### config.mk
export PLATFORM = sky130hd
export DESIGN_NAME = spi_top
export DESIGN_NICKNAME = d
export VERILOG_FILES = /design/src/rtl/spi_pkg.sv /design/src/rtl/spi_shifter.sv /design/src/rtl/spi_top.sv
export SDC_FILE = /design/constraint.sdc
export NUM_CORES = 1
export LEC_CHECK = 0
export CAP_MARGIN = 20
export CORE_MARGIN = 5
export CORE_UTILIZATION = 53
export CTS_CLUSTER_SIZE = 16
export DETAILED_ROUTE_END_ITERATION = 7
export PLACE_DENSITY = 0.95
export SETUP_SLACK_MARGIN = 0.1
export SYNTH_ARGS = -nofsm -noshare
export SYNTH_HDL_FRONTEND = slang
export SYNTH_SLANG_ARGS = --single-unit
### constraint.sdc
create_clock -name PCLK -period 2.82 [get_ports PCLK]
set_input_delay 0.564 -clock PCLK [delete_from_list [all_inputs] [get_ports PCLK]]
set_output_delay 0.564 -clock PCLK [all_outputs]
set_load 0.02 [all_outputs]
### src/rtl/spi_pkg.sv
// spi_pkg: shared SPI master types, slave addresses and default frame width
package spi_pkg;
  localparam int DATA_W = 32;
  localparam logic [2:0] ADDR_SS0 = 3'b100;
  localparam logic [2:0] ADDR_SS1 = 3'b010;
  typedef enum logic [1:0] {IDLE, SETUP, XFER, DONE} state_t;
endpackage

### src/rtl/spi_shifter.sv
// spi_shifter: mode-0 frame engine (start loads wdata, dir gates mosi, done flags the last falling sclk edge, rdata is the received word)
module spi_shifter #(
  parameter int DATA_W = 32,
  parameter int CLK_HALF = 1
) (
  input  logic              clk,
  input  logic              rst,
  input  logic              start,
  input  logic              dir,
  input  logic [DATA_W-1:0] wdata,
  input  logic              miso,
  output logic              sclk,
  output logic              mosi,
  output logic              done,
  output logic [DATA_W-1:0] rdata
);
  localparam int CW = $clog2(DATA_W) + 1;
  localparam int DW = $clog2(CLK_HALF) + 1;
  logic [DATA_W-1:0] sh;
  logic [CW-1:0] cnt;
  logic [DW-1:0] div;
  logic rb, pend, run, tick;
  assign tick = run && div == DW'(CLK_HALF - 1);
  assign done = tick && sclk && cnt == CW'(DATA_W);
  assign mosi = dir && (pend || run) && sh[DATA_W-1];
  assign rdata = {sh[DATA_W-2:0], rb};
  always_ff @(posedge clk) begin
    if (rst) begin
      sh <= '0;
      cnt <= '0;
      div <= '0;
      rb <= 1'b0;
      pend <= 1'b0;
      run <= 1'b0;
      sclk <= 1'b0;
    end else begin
      pend <= start;
      if (start) begin
        sh <= wdata;
        cnt <= '0;
        div <= '0;
      end
      if (pend) run <= 1'b1;
      if (run) begin
        div <= tick ? '0 : div + 1'b1;
        if (tick) begin
          sclk <= ~sclk;
          if (!sclk) begin
            rb <= miso;
            cnt <= cnt + 1'b1;
          end else sh <= rdata;
          if (done) run <= 1'b0;
        end
      end
    end
  end
endmodule

### src/rtl/spi_top.sv
// spi_top: APB slave that runs one SPI frame per access (APB in, PREADY/PRDATA out, ss0/ss1/sclk/mosi to the pins)
module spi_top #(
  parameter int DATA_W = spi_pkg::DATA_W,
  parameter int CLK_HALF = 1
) (
  input  logic              PCLK,
  input  logic              PRESET,
  input  logic              PSEL,
  input  logic              PENABLE,
  input  logic [2:0]        PADDR,
  input  logic              PWRITE,
  input  logic [DATA_W-1:0] PWDATA,
  input  logic              miso,
  output logic              PREADY,
  output logic [DATA_W-1:0] PRDATA,
  output logic              ss0,
  output logic              ss1,
  output logic              sclk,
  output logic              mosi
);
  import spi_pkg::*;
  state_t st, nx;
  logic wr, sel, acc, vld, start, done, act;
  logic [DATA_W-1:0] rdata;
  assign acc = PSEL && PENABLE;
  assign vld = PADDR == ADDR_SS0 || PADDR == ADDR_SS1;
  assign start = st == IDLE && acc && vld;
  assign act = st == SETUP || st == XFER;
  assign PREADY = st == DONE;
  assign ss0 = !(act && !sel);
  assign ss1 = !(act && sel);
  always_comb begin
    nx = st == IDLE ? (acc ? (vld ? SETUP : DONE) : IDLE) :
         st == SETUP ? XFER :
         st == XFER ? (done ? DONE : XFER) : IDLE;
  end
  always_ff @(posedge PCLK) begin
    if (PRESET) begin
      st <= IDLE;
      wr <= 1'b0;
      sel <= 1'b0;
      PRDATA <= '0;
    end else begin
      st <= nx;
      if (start) begin
        wr <= PWRITE;
        sel <= PADDR == ADDR_SS1;
      end
      if (st == IDLE && acc && !vld) PRDATA <= '0;
      if (done && !wr) PRDATA <= rdata;
    end
  end
  spi_shifter #(.DATA_W(DATA_W), .CLK_HALF(CLK_HALF)) u_shifter (
    .clk(PCLK),
    .rst(PRESET),
    .start(start),
    .dir(wr),
    .wdata(PWDATA),
    .miso(miso),
    .sclk(sclk),
    .mosi(mosi),
    .done(done),
    .rdata(rdata)
  );
endmodule

# Word level (Yosys, flattened, before mapping)
# Cells that the tools add are included.
[op_classes]
add_sub_neg = 2
eq_ne = 6
muxes = 23
n_bitwise = 2
reduce_logical = 25
[ops]
columns = ["op", "count"]
rows = [
  ["$mux 32", 6],
  ["$mux 6", 4],
  ["$logic_and 1x1->1", 12],
  ["$mux 2", 5],
  ["$mux 1", 8],
  ["$add 6x1->6 const B", 1],
  ["$eq 6x6->1 const B", 1],
  ["$logic_not 1->1", 5],
  ["$eq 2x2->1 const B", 2],
  ["$reduce_bool 2->1", 2],
  ["$eq 3x2->1 const B", 1],
  ["$eq 3x3->1 const B", 1],
  ["$logic_or 1x1->1", 3],
  ["$reduce_and 3->1", 1],
  ["$eq 2x1->1 const B", 1],
  ["$logic_not 2->1", 1],
  ["$not 1->1", 2],
  ["$reduce_and 2->1", 1],
  ["$add 1x1->1 const B", 1],
]
[totals]
register_bits = 79
word_cells = 69

# Longest topological paths before layout
[depth]
depth_word = 8
mapped_depth = 8

# Hierarchy
# From an unflattened synthesis, not the netlist that was laid out.
[hier_totals]
hier_cells = 408
area_unflattened_um2 = 3890.0
[modules_own_cells]
columns = ["mod", "n_inst", "cells_each", "area_per_inst_um2"]
rows = [
  ["spi_shifter", 1, 235, 2138.3],
  ["spi_top", 1, 173, 1751.7],
]

# Least setup slack after synthesis
# Ideal clock, no wire load.
[synth_timing]
path_kind = "flip-flop to flip-flop"
startpoint = "register st[0]"
endpoint = "register u_shifter.sh[16]"
t_arrival_ps = 1508
slack_ps = 1159
path_stages_with_launch = 9
n_path_buf = 2
period_less_slack_ps = 1661
cell_sequence = "dfxtp_1 inv_1 ha_1 nand3_2 or3_1 buf_4 buf_6 nand2_1 a311oi_2"
[synth_via]
elab_chain_cells = 7
[synth_rtl]
columns = ["item", "line_no", "source"]
rows = [
  ["start, declared", "spi_top.sv:22", "state_t st, nx;"],
  ["start signal, assigned", "spi_top.sv:44", "st <= nx;"],
  ["$logic_not 2->1 *", "spi_top.sv:27", "assign start = st == IDLE && acc && vld;"],
  ["$logic_and 1x1->1 * (2 in series)", "spi_top.sv:27", ""],
  ["$mux 32 *", "spi_shifter.sv:38", "if (start) begin"],
  ["$mux 32", "spi_shifter.sv:48", "if (!sclk) begin"],
  ["$mux 32", "spi_shifter.sv:46", "if (tick) begin"],
  ["$mux 32 *", "spi_shifter.sv:44", "if (run) begin"],
  ["end signal, assigned", "spi_shifter.sv:39", "sh <= wdata;"],
  ["end signal, assigned", "spi_shifter.sv:51", "end else sh <= rdata;"],
  ["end, declared", "spi_shifter.sv:19", "logic [DATA_W-1:0] sh;"],
]
# Mark *: on every way between the ends. The rest lies on a longest branch, timed or not.
# A chain may end at the register's enable or synchronous reset.

# Final worst setup path
[layout_timing]
startpoint = "register st[0]"
endpoint = "output ss0"
[layout_via]
elab_chain_cells = 4
[layout_rtl]
columns = ["item", "line_no", "source"]
rows = [
  ["$eq 2x1->1 / $eq 2x2->1 (equally long branches)", "spi_top.sv:28", "assign act = st == SETUP || st == XFER;"],
  ["$logic_or 1x1->1 *", "spi_top.sv:28", ""],
  ["$logic_and 1x1->1 *", "spi_top.sv:30", "assign ss0 = !(act && !sel);"],
  ["$logic_not 1->1 *", "spi_top.sv:30", ""],
  ["end, declared", "spi_top.sv:16", "output logic ss0,"],
]
# Marked as above.

==> results_tabular.tex <==
\begin{tabular}{lr}
\hline
Metric & Value \\
\hline
\multicolumn{2}{l}{\textbf{Power}} \\
\quad Power per unit of standard cell area & 508 mW/mm\^{}2 \\
\quad Combinational group share of total power & 0.072 \\
\quad Part of the total power dissipated in sequential elements & 0.537 \\
\quad Clock Power Share & 0.391 \\
\quad Switching Fraction & 0.229 \\
\quad Cell-internal power & between 0.0015 and 0.002 W \\
\quad IR Drop Worst-Case VDD & 0.000366 V \\
\quad Leakage Power & about 1.5 nW \\
\quad Reported net switching power & 0.000486 W \\
\multicolumn{2}{l}{\textbf{Yosys}} \\
\quad Largest family of logic cells by synthesized area & compound AO/OA/AOI/OAI gates \\
\quad Primary FF master, synth & sky130\_fd\_sc\_hd\_\_dfxtp\_1 \\
\quad Syn Std Cell Area & 0.00323 sq mm \\
\quad Net count after synthesis & 390 \\
\quad Synthesis Warnings & 0 \\
\quad Adder-cell share of the synthesized area & 0.0232 \\
\quad Distinct cell type count of the synthesized netlist & 33 \\
\quad Mean area per synthesized cell & 9.42 sq um \\
\quad Share of synthesized cell area in and, or, nand and nor gates & 0.190 \\
\quad Async SR Flop Fraction & 0 \\
\quad Multiplexer share of the synthesized area & 0 \\
\quad Number of enable flip-flop cells after synthesis & 0 \\
\quad Number of storage elements in the synthesis netlist & 79 \\
\quad Number of instances in the synthesized netlist & 343 \\
\quad Share of the synthesized area in compound gates (AO/OA/AOI/OAI) & 0.232 \\
\quad XOR/XNOR share of the synthesized area & 0.00271 \\
\quad Post-synthesis sequential area ratio & 0.489 \\
\multicolumn{2}{l}{\textbf{Worst setup path}} \\
\quad Critical path capture point type & output pin \\
\quad Highest fanout seen on the critical path & 3 \\
\quad Req. time, crit path & 2.26 ns \\
\quad Reg2Reg Launch Point & st[0]\$\_SDFF\_PP0\_ \\
\quad Critical path data arrival time & 1.81 ns \\
\quad Crit-path cells & inv\_1 > ha\_1 > nand2b\_1 > clkdlybuf4s50\_1 \\
\quad Cell at the slowest stage of the critical path & sky130\_fd\_sc\_hd\_\_clkdlybuf4s50\_1 \\
\quad Biggest cell delay along the critical path & 0.60 ns \\
\quad Critical Setup Path Class & flip-flop to output pin \\
\quad Crit path from & st[0]\$\_SDFF\_PP0\_ \\
\quad Sort of element at the start of the critical path & flip-flop \\
\quad Number of cells on the worst reg-to-reg path & 7 \\
\multicolumn{2}{l}{\textbf{Cells and area}} \\
\quad Post-Layout Cell Count & 491 \\
\quad Antenna Cells & 0 \\
\quad Most frequent standard cell in the layout excluding fill and tap cells & sky130\_fd\_sc\_hd\_\_dfxtp\_1 \\
\quad Proportion of layout cells with a drive suffix above 1 & 0.0889 \\
\quad Commonest non-fill, non-tap cells in the layout & sky130\_fd\_sc\_hd\_\_dfxtp\_1 (79), sky130\_fd\_sc\_hd\_\_clkdlybuf4s50\_1 (76), sky130\_fd\_sc\_hd\_\_nand2\_1 (75) \\
\quad Net total in the final layout & about 460 \\
\quad Area grow syn2layout & 29.5\% \\
\multicolumn{2}{l}{\textbf{Timing}} \\
\quad Max Fclk & 422 MHz \\
\quad RSZ-0062 raised after global routing & no \\
\quad Ratio of final minimum period to clock period & 0.840 \\
\quad Total negative setup slack & 0 ns \\
\quad Actual transition at the worst max-transition pin & 0.755 ns \\
\quad Number of slew-limit violations in the final report & 0 \\
\quad Setup-failing EPs final & 0 \\
\quad Min Clock Period, post-route & 2.37 ns \\
\quad Final setup skew & 0.00846 ns \\
\quad Max-slew headroom at the worst pin & 0.493 \\
\quad Number of hold-slack violations in the final timing report & 0 \\
\multicolumn{2}{l}{\textbf{Detailed routing}} \\
\quad Residual DRC & 0 \\
\quad Routed vias/inst & 5.89 \\
\quad Final WL & between 8000 and 9000 microns \\
\quad Post-detailed-route wirelength per cell & 17.1 microns \\
\quad 1st-iter DRT viols & 255 \\
\quad Via count of the routed design & 2891 \\
\quad Antenna viol nets, final & 0 \\
\quad Number of search-and-repair iterations in the first detailed-routing pass & 5 \\
\multicolumn{2}{l}{\textbf{Clock tree}} \\
\quad Clock buffers created by TritonCTS & 9 \\
\quad Quantity of hold-fixing buffers added after cts & 0 \\
\quad TritonCTS clock tree & built \\
\quad Clock Pin Slew Worst Setup and Hold Paths & 0.08 ns \\
\quad Number of levels the H-tree was split into & 3 \\
\quad Buffers inserted during post-CTS setup optimization & 0 \\
\quad Insertion delay to the later sink of the worst-skew pair & 0.35 ns \\
\quad Count of instances resized after the clock tree is built & 0 \\
\quad Library cell used as clock root buffer & sky130\_fd\_sc\_hd\_\_clkbuf\_8 \\
\quad Clock buffer depth & 2 \\
\quad Number of sinks handled by clock tree synthesis & just under 80 \\
\multicolumn{2}{l}{\textbf{Run}} \\
\quad Max-capacitance violation count & 0 \\
\multicolumn{2}{l}{\textbf{Die}} \\
\quad Core Box Area & 0.00592 sq mm \\
\quad IO Pins & just under 80 \\
\quad Starting density of the core & 0.546 \\
\quad Number of cell rows & 28 \\
\quad Floorplan die area & 0.00776 sq mm \\
\quad Die Wd & 88.1 microns \\
\quad DIE HEIGHT & 88.1 microns \\
\multicolumn{2}{l}{\textbf{Global routing}} \\
\quad Overflow left after global routing & 0 \\
\quad Antenna violations before repair & 0 \\
\quad Maximum number of pins on one net before global-route repair & 66 \\
\quad Global-route wire length before repair & 13600 microns \\
\quad All-layer global routing usage & 0.221 \\
\quad Number of global-route vias before repair & 2859 \\
\multicolumn{2}{l}{\textbf{Place}} \\
\quad Placed Cells & $\sim$470 \\
\quad Gp weighted congestion & 0.748 \\
\quad Hpwl dp & between 5000 and 6000 microns \\
\quad Port bufs & between 70 and 80 \\
\multicolumn{2}{l}{\textbf{Worst hold path}} \\
\quad Hold WC Path Type & flip-flop to flip-flop \\
\quad Hold\_sp & PRDATA[27]\$\_SDFFE\_PP0P\_ \\
\quad Min-Delay Path Depth & 1 \\
\multicolumn{2}{l}{\textbf{Status}} \\
\quad Outcome & finished, final reports clean \\
\hline
\end{tabular}
## Yosys cell counts, types with 6 or more instances
cell type,number,share of area
sky130_fd_sc_hd__a22o_1,32,0.087
sky130_fd_sc_hd__a21oi_1,11,0.017
sky130_fd_sc_hd__clkbuf_1,8,0.0093
sky130_fd_sc_hd__nor2_1,40,0.046
sky130_fd_sc_hd__dfxtp_1,79,0.49
sky130_fd_sc_hd__ha_1,6,0.023
sky130_fd_sc_hd__inv_1,7,0.0081
sky130_fd_sc_hd__nand2_1,75,0.087
sky130_fd_sc_hd__buf_6,8,0.028
sky130_fd_sc_hd__a311oi_1,24,0.065
sky130_fd_sc_hd__a311oi_2,10,0.046
## layout make-up
class | count | area [sq um]
flip-flops and latches | 79 | 1580
inverters | 7 | 26.3
well taps | 75 | 93.8
clock buffers | 13 | 149
multi-input cells | 230 | 1460
fillers | 421 | 1730
repair buffers | 84 | 838
clock inverters | 3 | 42.5
## final timing paths
check | end | slack, ns
setup / recovery | ss0 | 0.45
hold / removal | PRDATA[27]$_SDFFE_PP0P_ | 0.48
setup reg to reg | u_shifter.sh[4]$_SDFF_PP0_ | 0.87
hold reg to reg | PRDATA[27]$_SDFFE_PP0P_ | 0.48
## through the flow
step           cell area, sq um  hold slack [ns]  utilization  total power, W  setup slack (ns)
2_1_floorplan              3230            0.449            -         0.00124              1.16
3_3_place_gp               3970            0.460        0.670         0.00131             0.492
3_5_place_dp               3970            0.464        0.670         0.00132             0.387
4_1_cts                    4160            0.485        0.702         0.00213             0.445
5_1_grt                    4190            0.497        0.707         0.00220             0.380
6_report                   4190            0.482        0.707         0.00213             0.450
## cells by family (layout without fill, tap and decap cells)
family / after synthesis / in the layout
xor gates and xnor gates: 1 / 1
adders and majority gates: 6 / 6
buffers and inverters: 34 / 107
AOI/OAI and AO/OA: 85 / 85
and+or+nand+nor: 138 / 138
DFF: 79 / 79
## layer usage
layer  vias to the layer above  track usage  part of all wire
met3                        22       0.0564             0.092
met2                       131        0.364              0.49
li1                       1360            -                 -
met1                      1378        0.275              0.40
met5                         -            0                 0
met4                         0       0.0920             0.022
## power groups by stage
| stage | sequential [W] | clock, W | combinational [W] |
|---|---|---|---|
| finish | 0.00114 | 0.000832 | 0.000152 |
| global route | 0.00114 | 0.000892 | 0.000164 |
| CTS | 0.00114 | 0.000838 | 0.000151 |
| detailed placement | 0.00117 | 0 | 0.000150 |
| global placement | 0.00117 | 0 | 0.000147 |
| floorplan | 0.00117 | 0 | 0.0000756 |
## sequential cells by signal (all words and copies together), names as in the netlist
register	flops
sel	1
u_shifter.pend	1
u_shifter.div	1
u_shifter.cnt	6
PRDATA	32
wr	1
st	2
u_shifter.run	1
u_shifter.rb	1
u_shifter.sclk	1
u_shifter.sh	32
## critical path: cells and delay by family, from the launching register on
kind	cells	cell delay, ns
buf+inv	2	0.68
simple gates	1	0.08
flops	1	0.37
fa+ha+maj	1	0.33
Power figures use the tool's default switching activity.
